===== config.mk =====
export PLATFORM = sky130hd
export DESIGN_NAME = mac_seq_ctrl
export DESIGN_NICKNAME = d
export VERILOG_FILES = /design/src/rtl/mac_seq_ctrl_pkg.sv /design/src/rtl/mac_seq_acc.sv /design/src/rtl/mac_seq_ctrl.sv
export SDC_FILE = /design/constraint.sdc
export NUM_CORES = 1
export LEC_CHECK = 0
export ABC_AREA = 0
export CORE_MARGIN = 1
export CORE_UTILIZATION = 35
export DETAILED_ROUTE_END_ITERATION = 10
export SLEW_MARGIN = 0
export SYNTH_ARGS = -nofsm -noshare
export SYNTH_HDL_FRONTEND = slang
export SYNTH_SLANG_ARGS = --single-unit

===== constraint.sdc =====
create_clock -name i_clk -period 4.8 [get_ports i_clk]
set_input_delay 0.96 -clock i_clk [delete_from_list [all_inputs] [get_ports i_clk]]
set_output_delay 0.96 -clock i_clk [all_outputs]
set_load 0.03 [all_outputs]

===== src/rtl/mac_seq_ctrl_pkg.sv =====
// Shared definitions for the MAC sequencer: FSM state encoding and the
// default sizing constants. PE-array instances take their defaults from here
// so that every column agrees on length and latency.
package mac_seq_ctrl_pkg;

    localparam int DEF_BIT_WIDTH    = 8;
    localparam int DEF_MAX_LEN      = 16;
    localparam int DEF_LEN_W        = 5;
    localparam int DEF_PROD_LATENCY = 3;

    typedef enum logic [1:0] {
        ST_IDLE  = 2'd0,
        ST_ISSUE = 2'd1,
        ST_WAIT  = 2'd2,
        ST_DONE  = 2'd3
    } mac_state_e;

endpackage


===== src/rtl/mac_seq_acc.sv =====
// Accumulator for the MAC sequencer: internal running sum plus the published
// result register. Optional saturation is selected by the MAC_SEQ_SAT_EN macro;
// without it the sum wraps modulo 2^ACC_WIDTH.
module mac_seq_acc
    import mac_seq_ctrl_pkg::*;
#(
    parameter int PROD_W    = 2 * DEF_BIT_WIDTH,
    parameter int ACC_WIDTH = 2 * DEF_BIT_WIDTH + DEF_LEN_W
) (
    input  logic                 i_clk,
    input  logic                 i_rst_n,
    input  logic                 i_clear,
    input  logic                 i_add_en,
    input  logic                 i_publish,
    input  logic [PROD_W-1:0]    i_product,
    output logic [ACC_WIDTH-1:0] o_acc
);

    logic [ACC_WIDTH-1:0] acc_q;
    logic [ACC_WIDTH-1:0] acc_nxt;
    logic [ACC_WIDTH-1:0] prod_ext;

    assign prod_ext = ACC_WIDTH'(i_product);

`ifdef MAC_SEQ_SAT_EN
    logic ovf_q;
    logic ovf_nxt;

    // Returns {carry, clipped sum}; the sum is pinned at all-ones on carry.
    function automatic logic [ACC_WIDTH:0] sat_add(input logic [ACC_WIDTH-1:0] a,
                                                    input logic [ACC_WIDTH-1:0] b);
        logic [ACC_WIDTH:0] sum;
        sum = {1'b0, a} + {1'b0, b};
        if (sum[ACC_WIDTH]) begin
            return {1'b1, {ACC_WIDTH{1'b1}}};
        end
        return sum;
    endfunction

    // Next accumulator value; once overflow is seen the sum stays pinned.
    always_comb begin
        logic [ACC_WIDTH:0] res;
        acc_nxt = acc_q;
        ovf_nxt = ovf_q;
        res     = '0;
        if (i_clear) begin
            acc_nxt = '0;
            ovf_nxt = 1'b0;
        end else if (i_add_en) begin
            res     = sat_add(acc_q, prod_ext);
            ovf_nxt = ovf_q | res[ACC_WIDTH];
            acc_nxt = ovf_nxt ? {ACC_WIDTH{1'b1}} : res[ACC_WIDTH-1:0];
        end
    end

    // Sticky overflow flag, cleared at the start of each dot product.
    always_ff @(posedge i_clk or negedge i_rst_n) begin
        if (!i_rst_n) begin
            ovf_q <= 1'b0;
        end else begin
            ovf_q <= ovf_nxt;
        end
    end
`else
    // Plain modular add; the carry out is simply dropped.
    function automatic logic [ACC_WIDTH-1:0] wrap_add(input logic [ACC_WIDTH-1:0] a,
                                                      input logic [ACC_WIDTH-1:0] b);
        return a + b;
    endfunction

    // Next accumulator value.
    always_comb begin
        acc_nxt = acc_q;
        if (i_clear) begin
            acc_nxt = '0;
        end else if (i_add_en) begin
            acc_nxt = wrap_add(acc_q, prod_ext);
        end
    end
`endif

    // Running sum plus the published copy; publishing takes the next value so
    // the final product lands in o_acc in the same edge that enters DONE.
    always_ff @(posedge i_clk or negedge i_rst_n) begin
        if (!i_rst_n) begin
            acc_q <= '0;
            o_acc <= '0;
        end else begin
            acc_q <= acc_nxt;
            if (i_publish) begin
                o_acc <= acc_nxt;
            end
        end
    end

endmodule


===== src/rtl/mac_seq_ctrl.sv =====
// MAC sequencer: accepts weight/feature pairs, issues them one at a time to a
// fixed-latency multiplier, accumulates the products and pulses o_done with
// the final sum. Build option: define MAC_SEQ_SAT_EN for a saturating sum.
module mac_seq_ctrl
    import mac_seq_ctrl_pkg::*;
#(
    parameter int BIT_WIDTH    = DEF_BIT_WIDTH,
    parameter int MAX_LEN      = DEF_MAX_LEN,
    parameter int LEN_W        = DEF_LEN_W,
    parameter int PROD_LATENCY = DEF_PROD_LATENCY,
    parameter int ACC_WIDTH    = 2 * BIT_WIDTH + LEN_W
) (
    input  logic                   i_clk,
    input  logic                   i_rst_n,
    input  logic                   i_start,
    input  logic [LEN_W-1:0]       i_len,
    input  logic                   i_pair_valid,
    input  logic [BIT_WIDTH-1:0]   i_pix_weight,
    input  logic [BIT_WIDTH-1:0]   i_pix_feature,
    output logic                   o_pair_ready,
    output logic                   o_mul_en,
    output logic [BIT_WIDTH-1:0]   o_mul_weight,
    output logic [BIT_WIDTH-1:0]   o_mul_feature,
    output logic                   o_mul_core_en,
    input  logic [2*BIT_WIDTH-1:0] i_mul_product,
    output logic [ACC_WIDTH-1:0]   o_acc,
    output logic                   o_done,
    output logic                   o_busy
);

    localparam int PROD_W = 2 * BIT_WIDTH;
    localparam int LAT_W  = (PROD_LATENCY > 1) ? $clog2(PROD_LATENCY) : 1;

    mac_state_e       state_q, state_d;
    logic [LEN_W-1:0] len_q, len_d;
    logic [LEN_W-1:0] cnt_q, cnt_d;
    logic [LAT_W-1:0] lat_q, lat_d;
    logic             acc_clear;
    logic             acc_add;
    logic             acc_publish;

    function automatic logic [LEN_W-1:0] clamp_len(input logic [LEN_W-1:0] len);
        if (int'(len) > MAX_LEN) begin
            return LEN_W'(MAX_LEN);
        end
        return len;
    endfunction

    // State, length and counter registers.
    always_ff @(posedge i_clk or negedge i_rst_n) begin
        if (!i_rst_n) begin
            state_q <= ST_IDLE;
            len_q   <= '0;
            cnt_q   <= '0;
            lat_q   <= '0;
        end else begin
            state_q <= state_d;
            len_q   <= len_d;
            cnt_q   <= cnt_d;
            lat_q   <= lat_d;
        end
    end

    // Next state, multiplier handshake and accumulator controls.
    always_comb begin
        state_d       = state_q;
        len_d         = len_q;
        cnt_d         = cnt_q;
        lat_d         = lat_q;
        acc_clear     = 1'b0;
        acc_add       = 1'b0;
        acc_publish   = 1'b0;
        o_pair_ready  = 1'b0;
        o_mul_en      = 1'b0;
        o_mul_weight  = '0;
        o_mul_feature = '0;
        o_mul_core_en = 1'b0;
        o_done        = 1'b0;
        o_busy        = 1'b0;
        case (state_q)
            ST_IDLE: begin
                if (i_start) begin
                    cnt_d     = '0;
                    lat_d     = '0;
                    acc_clear = 1'b1;
                    if (i_len == '0) begin
                        // Empty dot product: publish zero straight away.
                        acc_publish = 1'b1;
                        state_d     = ST_DONE;
                    end else begin
                        len_d   = clamp_len(i_len);
                        state_d = ST_ISSUE;
                    end
                end
            end
            ST_ISSUE: begin
                o_pair_ready  = 1'b1;
                o_mul_core_en = 1'b1;
                o_busy        = 1'b1;
                if (i_pair_valid) begin
                    o_mul_en      = 1'b1;
                    o_mul_weight  = i_pix_weight;
                    o_mul_feature = i_pix_feature;
                    cnt_d         = cnt_q + 1'b1;
                    lat_d         = LAT_W'(PROD_LATENCY - 1);
                    state_d       = ST_WAIT;
                end
            end
            ST_WAIT: begin
                o_mul_core_en = 1'b1;
                o_busy        = 1'b1;
                if (lat_q == '0) begin
                    // Product of the last issue is at the multiplier output now.
                    acc_add = 1'b1;
                    if (cnt_q == len_q) begin
                        acc_publish = 1'b1;
                        state_d     = ST_DONE;
                    end else begin
                        state_d = ST_ISSUE;
                    end
                end else begin
                    lat_d = lat_q - 1'b1;
                end
            end
            ST_DONE: begin
                o_done  = 1'b1;
                state_d = ST_IDLE;
            end
            default: begin
                state_d = ST_IDLE;
            end
        endcase
    end

    mac_seq_acc #(
        .PROD_W    (PROD_W),
        .ACC_WIDTH (ACC_WIDTH)
    ) u_acc (
        .i_clk     (i_clk),
        .i_rst_n   (i_rst_n),
        .i_clear   (acc_clear),
        .i_add_en  (acc_add),
        .i_publish (acc_publish),
        .i_product (i_mul_product),
        .o_acc     (o_acc)
    );

endmodule


==> summary.txt, run 1 <==
Yosys
  – Synth Warn #: 0
  – Register area share after synthesis: roughly two fifths
  – Share of the synthesized area in the top cell type: between 40% and 50%
  – Distinct cells, synth: 49
  – Yosys top cell by area: dfrtp_1
  – Average instance area after synthesis: between 9 and 10 sq um
  – Synthesized area: 3380 sq um
  – Post-synthesis simple-gate area fraction: between 10% and 20%
  – Largest family of logic cells by synthesized area: simple AND/OR/NAND/NOR gates
  – Gate Count Post-Synth: about 370
  – Async SR Flop Fraction: between 90% and 100%
  – Synth Area in Compound Gates: between 15 and 20%
  – Adder-Cell Fraction of Synth Area: a little under 9%
  – #FFs+latches synth: 56
  – Post-Synth XOR/XNOR Area: about 6.7%
  – Main synth FF type: dfrtp_1
  – Number of flops mapped to enable cells by yosys: 0
  – Mux cell area share after synthesis: roughly 3.2%
  – Area contributors post-synth: dfrtp_1 (41%), ha_1 (8.1%), nand2_1 (6.7%)
  – Syn nets: approximately 440

STA
  – Max_slew headroom: around 57%
  – Slew @ Worst Pin: about 0.65 ns
  – Endpoints failing setup: 0
  – Fin crit share: 76.7%
  – RSZ-0062 raised after global routing: no
  – Final hold violation count: 0
  – Final min period: around 3.7 ns
  – Final setup skew: 0.0118 ns
  – Highest clock rate: ~270 MHz
  – Setup_tns: 0 ns
  – Count of pins over their slew limit: 0

Floorplanning
  – Die Y: 100 microns
  – DIE WIDTH: around 100 microns
  – Core footprint: approximately 9300 sq um
  – Die area: between 10000 and 15000 sq um
  – I/O pin cnt: 83
  – FP Rows: 35
  – Initial Util: between 30% and 40%

Clock tree
  – CTS tree: done
  – Post-CTS setup repair buffer count: 0
  – Post-CTS Hold Buffers: 0
  – Clock latency at the later pin of the worst-skew pair: roughly 0.32 ns
  – CTS buffer count: 5
  – CTS H-tree depth: 2
  – Num Clock Sinks: 56
  – Reg clk slew, reported paths: ~0.1 ns
  – Clk root buf: clkbuf_8
  – Clock Tree Buf Depth: 2
  – Cts repair resizes: 0

Route
  – Total number of vias: about 2900
  – WL/cell: 13.7 microns
  – Initial DRC Count: 37
  – Drc violations: 0
  – Initial DRT Pass Iterations: 4
  – Vias per cell: between 4 and 5
  – Remaining antenna violation count: 0
  – Detailed-route wire length: ~7900 microns

Critical path
  – Crit Path Max Fanout: 20
  – Type of origin of the critical path: input pin
  – Worst Path Required: roughly 3.8 ns
  – CP Capture Type: output port
  – Kind of critical path: input pin to output port
  – WP data arrival: roughly 2.7 ns

Pwr
  – Part of the power in registers: 29.4%
  – Clock power share: between 10% and 20%
  – Switching share of total power: 46.0%
  – P_sw: between 1 and 1.5 mW
  – Power Internal: 1.33 mW
  – Pwr dens: about 560 nW/um^2
  – Leakage power: ~2.0 nW
  – Worst vdd ir: between 0.3 and 0.4 mV
  – Comb power frac: about 60%

Cells and area
  – Non-filler cells, final: slightly below 600
  – Most common cell after layout, fill and taps aside: clkdlybuf4s50_1
  – Layout cells sized above 1: 4.69%
  – Antenna diodes: 0
  – Layout Nets: between 500 and 600
  – Most frequent cells in the layout: clkdlybuf4s50_1 (81), nand2_1 (60), dfrtp_1 (56)
  – P&R area growth vs syn: 30.2%
  – Fill cell count: approximately 940

GRT
  – Pin count of the biggest net entering global routing: 34
  – Number of global-route vias before repair: 2883
  – Gr ovfl total: 0
  – Initial antenna violation count: 0
  – First-pass GRT wire length: 13300 microns
  – All-Layer GR Usage: between 15 and 20%

Place
  – Port bufs: just over 80
  – Hpwl dp: ~6000 microns
  – Routability Congestion: 0.831
  – Cell total after placement: about 570

Run status
  – Outcome: complete, no violations

Worst hold path
  – Hold crit path type: flip-flop to flip-flop

Flow run
  – Max cap viols: 0
stage by stage:
stage	setup slack (ns)	total power [mW]	hold slack (ns)	instance area, sq um	utilization, %
after CTS	1.11	2.50	0.492	4400	47.4
after global routing	0.997	2.69	0.520	4400	47.4
after detailed placement	1.12	2.23	0.468	4320	46.5
final	1.12	2.47	0.484	4400	47.4
after floorplan	2.04	1.78	0.443	3380	-
after global placement	1.14	2.20	0.463	4320	46.5
final cells by class:
class | instances | area [sq um] | share of cell area (%)
clock inverters | 2 | 16.3 | 0.369
clock buffers | 6 | 72.6 | 1.65
inverters | 13 | 48.8 | 1.11
multi-input cells | 285 | 1860 | 42.2
well taps | 129 | 161 | 3.66
flip-flops and latches | 56 | 1400 | 31.8
repair buffers | 86 | 846 | 19.2
synth_stat cells (6+ instances only):
| master | n |
|---|---|
| a211oi_1 | 6 |
| a21oi_1 | 24 |
| and3_1 | 17 |
| buf_2 | 6 |
| clkbuf_1 | 10 |
| dfrtp_1 | 56 |
| ha_1 | 22 |
| inv_1 | 13 |
| mux2_1 | 7 |
| nand2_1 | 60 |
| nand3_1 | 7 |
| nor2_1 | 28 |
| nor3_1 | 6 |
| o21ai_0 | 7 |
| o21ai_1 | 22 |
| xnor2_1 | 13 |
| xor2_1 | 9 |
layer usage:
metal  vias up  track usage (%)  wire length [microns]
met5         -                0                      0
met4         0             4.46                     91
met3        10             3.69                    451
met2        80             27.9                   3480
met1      1333             21.6                   3900
li1       1451                -                      -
sequential cells by signal, indices dropped and copies added (netlist names):
register / count
len_q: 5
u_acc.acc_q: 21
lat_q: 2
u_acc.o_acc: 21
cnt_q: 5
state_q: 2
logic make-up (layout without fill, tap and decap cells):
kind of cell	count (synthesis)	after routing
compound gates	89	89
xor+xnor	24	24
fa+ha+maj	23	23
buf+inv	30	107
flops	56	56
mux	10	10
simple gates	139	139
path summary, 6_finish.rpt:
kind	from	endpoint	slack (ns)	cells past startpoint
setup / recovery	i_pair_valid	o_mul_en	1.12	3
hold / removal	u_acc.acc_q[12]$_DFF_PN0_	u_acc.acc_q[12]$_DFF_PN0_	0.48	2
setup reg to reg	u_acc.acc_q[0]$_DFF_PN0_	u_acc.o_acc[18]$_DFFE_PN0P_	2.37	9
hold reg to reg	u_acc.acc_q[12]$_DFF_PN0_	u_acc.acc_q[12]$_DFF_PN0_	0.48	2
max in group asynchronous	i_rst_n	lat_q[0]$_DFFE_PN0P_	3.35	2
min in group asynchronous	i_rst_n	u_acc.o_acc[12]$_DFFE_PN0P_	0.62	1
critical path: stages:
cell	delay (ns)
clkdlybuf4s50_1	0.77
and2_1	0.28
clkdlybuf4s50_1	0.71
power groups by stage:
stage / sequential, mW / clock, mW / combinational [mW]
after floorplan: 0.827 / 0 / 0.958
after global placement: 0.735 / 0 / 1.47
after detailed placement: 0.738 / 0 / 1.49
after CTS: 0.730 / 0.278 / 1.49
after global routing: 0.751 / 0.298 / 1.64
final: 0.727 / 0.263 / 1.48
No activity file was read; power rests on OpenSTA's default activity.
==> run 2, diff against run 1 <==
==> constraint.sdc (replaced) <==
create_clock -name i_clk -period 3.79 [get_ports i_clk]
set_input_delay 0.758 -clock i_clk [delete_from_list [all_inputs] [get_ports i_clk]]
set_output_delay 0.758 -clock i_clk [all_outputs]
set_load 0.03 [all_outputs]
==> run 2 against run 1 <==
Flip-flop and latch count unchanged. Final cell count unchanged. Non-clock buffer count unchanged. Wire length up 1.9%. Count of clock-buffer cells in the layout down 1. Setup slack worse by 0.66 ns. Via count up 0.38%. Critical path type unchanged. Largest power group unchanged. Highest routed layer unchanged.
==> summary.txt, run 2 (same netlist as run 1, synthesis figures left out) <==
Route
  – Detailed-route wire length: 8070 microns (+1.9%)
  – Initial DRT Pass Iterations: 4 (unchanged)
  – Drc violations: 0 (unchanged)
  – Vias per cell: 5.00 (+0.38%)
  – Initial DRC Count: 82 (+120%)
  – WL/cell: 14.0 microns (+1.9%)
  – Total number of vias: 2885 (+0.38%)
  – Remaining antenna violation count: 0 (unchanged)

Floorplanning
  – Die Y: 100 microns (unchanged)
  – DIE WIDTH: 100 microns (unchanged)
  – Core footprint: 9280 sq um (unchanged)
  – FP Rows: 35 (unchanged)
  – Die area: 10100 sq um (unchanged)
  – Initial Util: 36.4% (unchanged)
  – I/O pin cnt: 83 (unchanged)

Run status
  – Outcome: complete, no violations

Place
  – Routability Congestion: 0.820 (-1.4%)
  – Cell total after placement: 569 (unchanged)
  – Port bufs: 82 (unchanged)
  – Placement Setup Slack: 0.483 ns (-0.639 ns)
  – Hpwl dp: 6200 microns (+3.2%)

GRT
  – Initial antenna violation count: 0 (unchanged)
  – All-Layer GR Usage: 16.9% (+0.26 points)
  – Gr ovfl total: 0 (unchanged)
  – Pin count of the biggest net entering global routing: 32 (-5.9%)
  – First-pass GRT wire length: 13500 microns (+1.9%)
  – Number of global-route vias before repair: 2826 (-2.0%)

Pwr
  – Pwr dens: 713 nW/um^2 (+27%)
  – Leakage power: 2.00 nW (+0.19%)
  – Worst vdd ir: 0.385 mV (+26%)

Clock tree
  – CTS tree: done
  – CTS buffer count: 5 (unchanged)
  – Clk root buf: clkbuf_8
  – Cts repair resizes: 0 (unchanged)
  – Clock Tree Buf Depth: 2 (unchanged)
  – Reg clk slew, reported paths: 0.12 ns (+0.02 ns)
  – Num Clock Sinks: 56 (unchanged)
  – Post-CTS Hold Buffers: 0 (unchanged)
  – Post-CTS setup repair buffer count: 0 (unchanged)
  – CTS H-tree depth: 2 (unchanged)
  – Clock latency at the later pin of the worst-skew pair: 0.32 ns (about the same)

STA
  – Setup_tns: 0 ns (unchanged)
  – Endpoints failing setup: 0 (unchanged)
  – Max_slew headroom: 48.5% (-8.1 points)
  – Final hold violation count: 0 (unchanged)
  – Slew @ Worst Pin: 0.772 ns (+0.122 ns)
  – Count of pins over their slew limit: 0 (unchanged)
  – Highest clock rate: between 300 and 400 MHz
  – Min Hold Slack: 0.441 ns (-0.0423 ns)
  – Final setup skew: 0.0155 ns (+0.00373 ns)
  – Final min period: 3.33 ns
  – Fin crit share: a little under 90%
  – RSZ-0062 raised after global routing: no
  – Post-route setup slack: 0.459 ns (-0.657 ns)

Critical path
  – Slowest CP cell: clkdlybuf4s50_1
  – Cell mode on critical path: clkdlybuf4s50_1
  – CP Capture Type: output port
  – Crit-path max cell delay: 0.81 ns (+0.04 ns)
  – CP Cell Sequence: clkdlybuf4s50_1 > and2_1 > clkdlybuf4s50_1
  – Type of origin of the critical path: input pin
  – WP data arrival: 2.57 ns (-0.15 ns)
  – Kind of critical path: input pin to output port
  – Crit Path Max Fanout: 20 (unchanged)
  – Worst Path Required: 3.03 ns (-0.81 ns)

Cells and area
  – Layout cells sized above 1: 4.91% (+0.22 points)
  – Most common cell after layout, fill and taps aside: clkdlybuf4s50_1
  – Final core utilization: 47.5% (+0.054 points)
  – P&R area growth vs syn: 30.3%
  – Most frequent cells in the layout: clkdlybuf4s50_1 (81), nand2_1 (60), dfrtp_1 (56)
  – Non-filler cells, final: 577 (unchanged)
  – Antenna diodes: 0 (unchanged)
  – Layout Nets: 511 (unchanged)
  – Top Registers: u_acc.acc_q (21), u_acc.o_acc (21)

Worst hold path
  – Hold crit path type: input pin to asynchronous set/reset pin

Flow run
  – Max cap viols: 0 (unchanged)
==> run 2: changes by cell type in the layout (fill, tap and decap cells not counted), sizes merged <==
cell / previous run / this run
inv: 13 / 15
clkbuf: 6 / 5
clkinv: 1 / 0
==> run 2: per-layer routing <==
metal,share of wire (%),wire length [microns],global-route usage (%)
met1,48,3870,23.8
met2,45,3650,27.0
met3,6.4,513,3.76
met4,0.42,34,2.56
met5,0,0,0
==> run 2: area by class of cell <==
class	count	area (sq um)
fill	930	4870
multi-input combinational	285	1860
inverter	13	48.8
clock buffer	5	68.8
sequential	56	1400
tap	129	161
clock inverter	3	25.0
timing repair buffer	86	846
==> run 2: report_power, final <==
part | leakage, nW | total, mW | switching [mW] | internal, mW
Combinational | 1.21 | 1.88 | 1.11 | 0.764
Sequential | 0.745 | 0.923 | 0.128 | 0.794
Clock | 0.0452 | 0.345 | 0.210 | 0.135
==> run 2: worst paths after layout <==
kind / start / endpoint / slack (ns) / depth (start not counted)
setup / recovery: i_pair_valid / o_mul_en / 0.46 / 3
hold / removal: i_rst_n / u_acc.acc_q[6]$_DFF_PN0_ / 0.44 / 1
setup reg to reg: u_acc.acc_q[0]$_DFF_PN0_ / u_acc.o_acc[18]$_DFFE_PN0P_ / 1.34 / 9
hold reg to reg: u_acc.acc_q[12]$_DFF_PN0_ / u_acc.acc_q[12]$_DFF_PN0_ / 0.49 / 2
max in group asynchronous: i_rst_n / u_acc.acc_q[9]$_DFF_PN0_ / 2.50 / 2
min in group i_clk: u_acc.acc_q[12]$_DFF_PN0_ / u_acc.acc_q[12]$_DFF_PN0_ / 0.49 / 2
==> run 2: worst max-delay path: cells and delay by family <==
family / cells / cell delay (ns)
buf+inv: 2 / 1.52
simple gates: 1 / 0.29
==> run 2: through the flow <==
stage,total power [mW],instance area [sq um]
2_1_floorplan,2.26,3380
3_3_place_gp,2.79,4320
3_5_place_dp,2.82,4320
4_1_cts,3.18,4410
5_1_grt,3.42,4410
6_report,3.15,4410
==> run 3, diff against run 2 <==
--- a/config.mk
+++ b/config.mk
@@ -6,9 +6,10 @@
 export NUM_CORES = 1
 export LEC_CHECK = 0
 export ABC_AREA = 0
-export CORE_MARGIN = 1
-export CORE_UTILIZATION = 35
+export CORE_MARGIN = 5
+export CORE_UTILIZATION = 50
 export DETAILED_ROUTE_END_ITERATION = 10
+export PLACE_DENSITY = 0.81
 export SLEW_MARGIN = 0
 export SYNTH_ARGS = -nofsm -noshare
 export SYNTH_HDL_FRONTEND = slang
==> run 3 against run 2 <==
Fmax rose by 1.3%. Highest routed layer unchanged. Core utilization rose by 18 points. Worst hold slack improved by 0.052 ns. Sequential share of layout area rose by 0.39 points. Setup slack improved by 0.041 ns. Clock power rose by 4%. Critical path type unchanged. Largest power group unchanged.
==> summary.txt, run 3 (same netlist as run 1, synthesis figures left out) <==
GRT
  – All-Layer GR Usage: 19.7% (+2.8 points)
  – Initial antenna violation count: 0 (unchanged)
  – Number of global-route vias before repair: 2954 (+4.5%)
  – Pin count of the biggest net entering global routing: 39 (+22%)
  – Gr ovfl total: 0 (unchanged)
  – First-pass GRT wire length: 13600 microns (+0.16%)

Run status
  – Outcome: complete, no violations

Pwr
  – Leakage power: 2.00 nW (+0.20%)
  – Part of the power in registers: 29.4% (about the same)
  – Worst vdd ir: 0.557 mV (+44%)
  – Switching share of total power: 45.8% (-0.33 points)
  – Power Internal: 1.71 mW (+1.1%)
  – Comb power frac: 59.3% (-0.4 points)
  – Clock power share: 11.3% (+0.3 points)
  – Pwr dens: 726 nW/um^2 (+1.8%)
  – P_sw: 1.45 mW (-0.19%)

STA
  – RSZ-0062 raised after global routing: no
  – Highest clock rate: 304 MHz (+1.3%)
  – Fin crit share: 86.8% (-1.1 points)
  – Slew @ Worst Pin: 0.825 ns (+0.0535 ns)
  – Min Hold Slack: 0.493 ns (+0.0517 ns)
  – Count of pins over their slew limit: 0 (unchanged)
  – Final setup skew: 0.00568 ns (-0.00981 ns)
  – Setup_tns: 0 ns (unchanged)
  – Final min period: 3.29 ns (-0.0415 ns)
  – Max_slew headroom: 45.0% (-3.6 points)
  – Final hold violation count: 0 (unchanged)
  – Endpoints failing setup: 0 (unchanged)

Floorplanning
  – DIE WIDTH: 92.3 microns (-8.0%)
  – I/O pin cnt: 83 (unchanged)
  – Core footprint: 6680 sq um (-28%)
  – Initial Util: 50.6% (+14 points)
  – Die Y: 92.3 microns (-8.0%)
  – Die area: 8510 sq um (-15%)
  – FP Rows: 30 (-14%)

Clock tree
  – CTS H-tree depth: 2 (unchanged)
  – Post-CTS setup repair buffer count: 0 (unchanged)
  – CTS buffer count: 5 (unchanged)
  – Num Clock Sinks: 56 (unchanged)
  – Clock latency at the later pin of the worst-skew pair: 0.32 ns (about the same)
  – Clock Tree Buf Depth: 2 (unchanged)
  – Reg clk slew, reported paths: 0.10 ns (-0.02 ns)
  – CTS tree: done
  – Cts repair resizes: 0 (unchanged)
  – Post-CTS Hold Buffers: 0 (unchanged)
  – Clk root buf: clkbuf_8

Flow run
  – Max cap viols: 0 (unchanged)

Critical path
  – Type of origin of the critical path: input pin
  – RR Startpoint: state_q[0]$_DFFE_PN0P_
  – FF-to-FF path depth: 6 (-3)
  – Setup slack, reg-to-reg: 1.10 ns (-0.24 ns)
  – Worst R2R End: u_acc.o_acc[0]$_DFFE_PN0P_
  – Crit Path Max Fanout: 20 (unchanged)
  – Worst Path Required: 3.03 ns (about the same)
  – WP data arrival: 2.53 ns (-0.04 ns)
  – Kind of critical path: input pin to output port
  – CP Capture Type: output port

Place
  – Routability Congestion: 0.827 (+0.89%)
  – Port bufs: 82 (unchanged)
  – Hpwl dp: 6230 microns (+0.39%)

Cells and area
  – Antenna diodes: 0 (unchanged)
  – Fill cell count: 543 (-42%)
  – Top Registers: u_acc.acc_q (21), u_acc.o_acc (21)
  – Layout Nets: 511 (unchanged)
  – Layout cells sized above 1: 4.91% (unchanged)
  – Most common cell after layout, fill and taps aside: clkdlybuf4s50_1
  – Most frequent cells in the layout: clkdlybuf4s50_1 (81), nand2_1 (60), dfrtp_1 (56)
  – Multi-input logic area: 1860 sq um (unchanged)
  – Sequential Area: 1400 sq um (unchanged)
  – Final core utilization: 65.2% (+18 points)
  – P&R area growth vs syn: 28.7%

Route
  – Remaining antenna violation count: 0 (unchanged)
  – WL/cell: 15.2 microns (+8.6%)
  – Drc violations: 0 (unchanged)
  – Vias per cell: 5.51 (+10%)
  – Initial DRC Count: 190 (+130%)
  – Total number of vias: 2908 (+0.80%)
  – Detailed-route wire length: 8020 microns (-0.59%)
  – Initial DRT Pass Iterations: 4 (unchanged)

Worst hold path
  – Hold Crit Endpoint: u_acc.acc_q[12]$_DFF_PN0_
  – Hold crit path type: flip-flop to flip-flop
  – Worst Min Path Start: u_acc.acc_q[12]$_DFF_PN0_
  – Cell count of the worst hold path: 2
-- run 3: power groups by stage --
stage                     Combinational [mW]  Sequential, mW  Clock [mW]
after floorplan                         1.21            1.05           0
after global placement                  1.83           0.929           0
after detailed placement                1.87           0.939           0
after CTS                               1.88           0.929       0.367
after global routing                    2.07           0.959       0.389
final                                   1.87           0.929       0.358
-- run 3: worst max path at each step --
stage / slack [ns] / startpoint / end
final: 0.50 / i_pair_valid / o_mul_en
after global routing: 0.40 / i_pair_valid / o_mul_en
after CTS: 0.49 / i_pair_valid / o_mul_en
after detailed placement: 0.50 / i_pair_valid / o_mul_en
after global placement: 0.54 / i_pair_valid / o_mul_en
after floorplan: 1.23 / i_mul_product[0] / u_acc.o_acc[18]$_DFFE_PN0P_
-- run 3: per-stage QoR --
stage / cell area, sq um / setup slack [ns] / total power, mW / cells
after floorplan: 3380 / 1.23 / 2.26 / 371
after global routing: 4360 / 0.405 / 3.42 / 528
final: 4360 / 0.501 / 3.16 / 528
after global placement: 4250 / 0.542 / 2.76 / 520
after detailed placement: 4250 / 0.496 / 2.81 / 520
after CTS: 4360 / 0.492 / 3.18 / 528
-- run 3: critical path: stages --
cell and delay [ns]:
clkdlybuf4s50_1 0.77, and2_1 0.29, clkdlybuf4s50_1 0.71
-- run 3: routing by layer --
metal	track usage, %	vias up	wire [microns]
met5	0	-	0
met4	5.69	0	92
met3	6.64	8	650
met2	32.2	89	3670
met1	24.9	1354	3610
li1	-	1457	-
-- run 3: area by class of cell --
cell class              instances  area share, %
repair buffers                 86           19.4
flip-flops and latches         56           32.2
well taps                      80           2.30
inverters                      13           1.12
clock buffers                   6           1.90
multi-input cells             285           42.7
clock inverters                 2          0.431
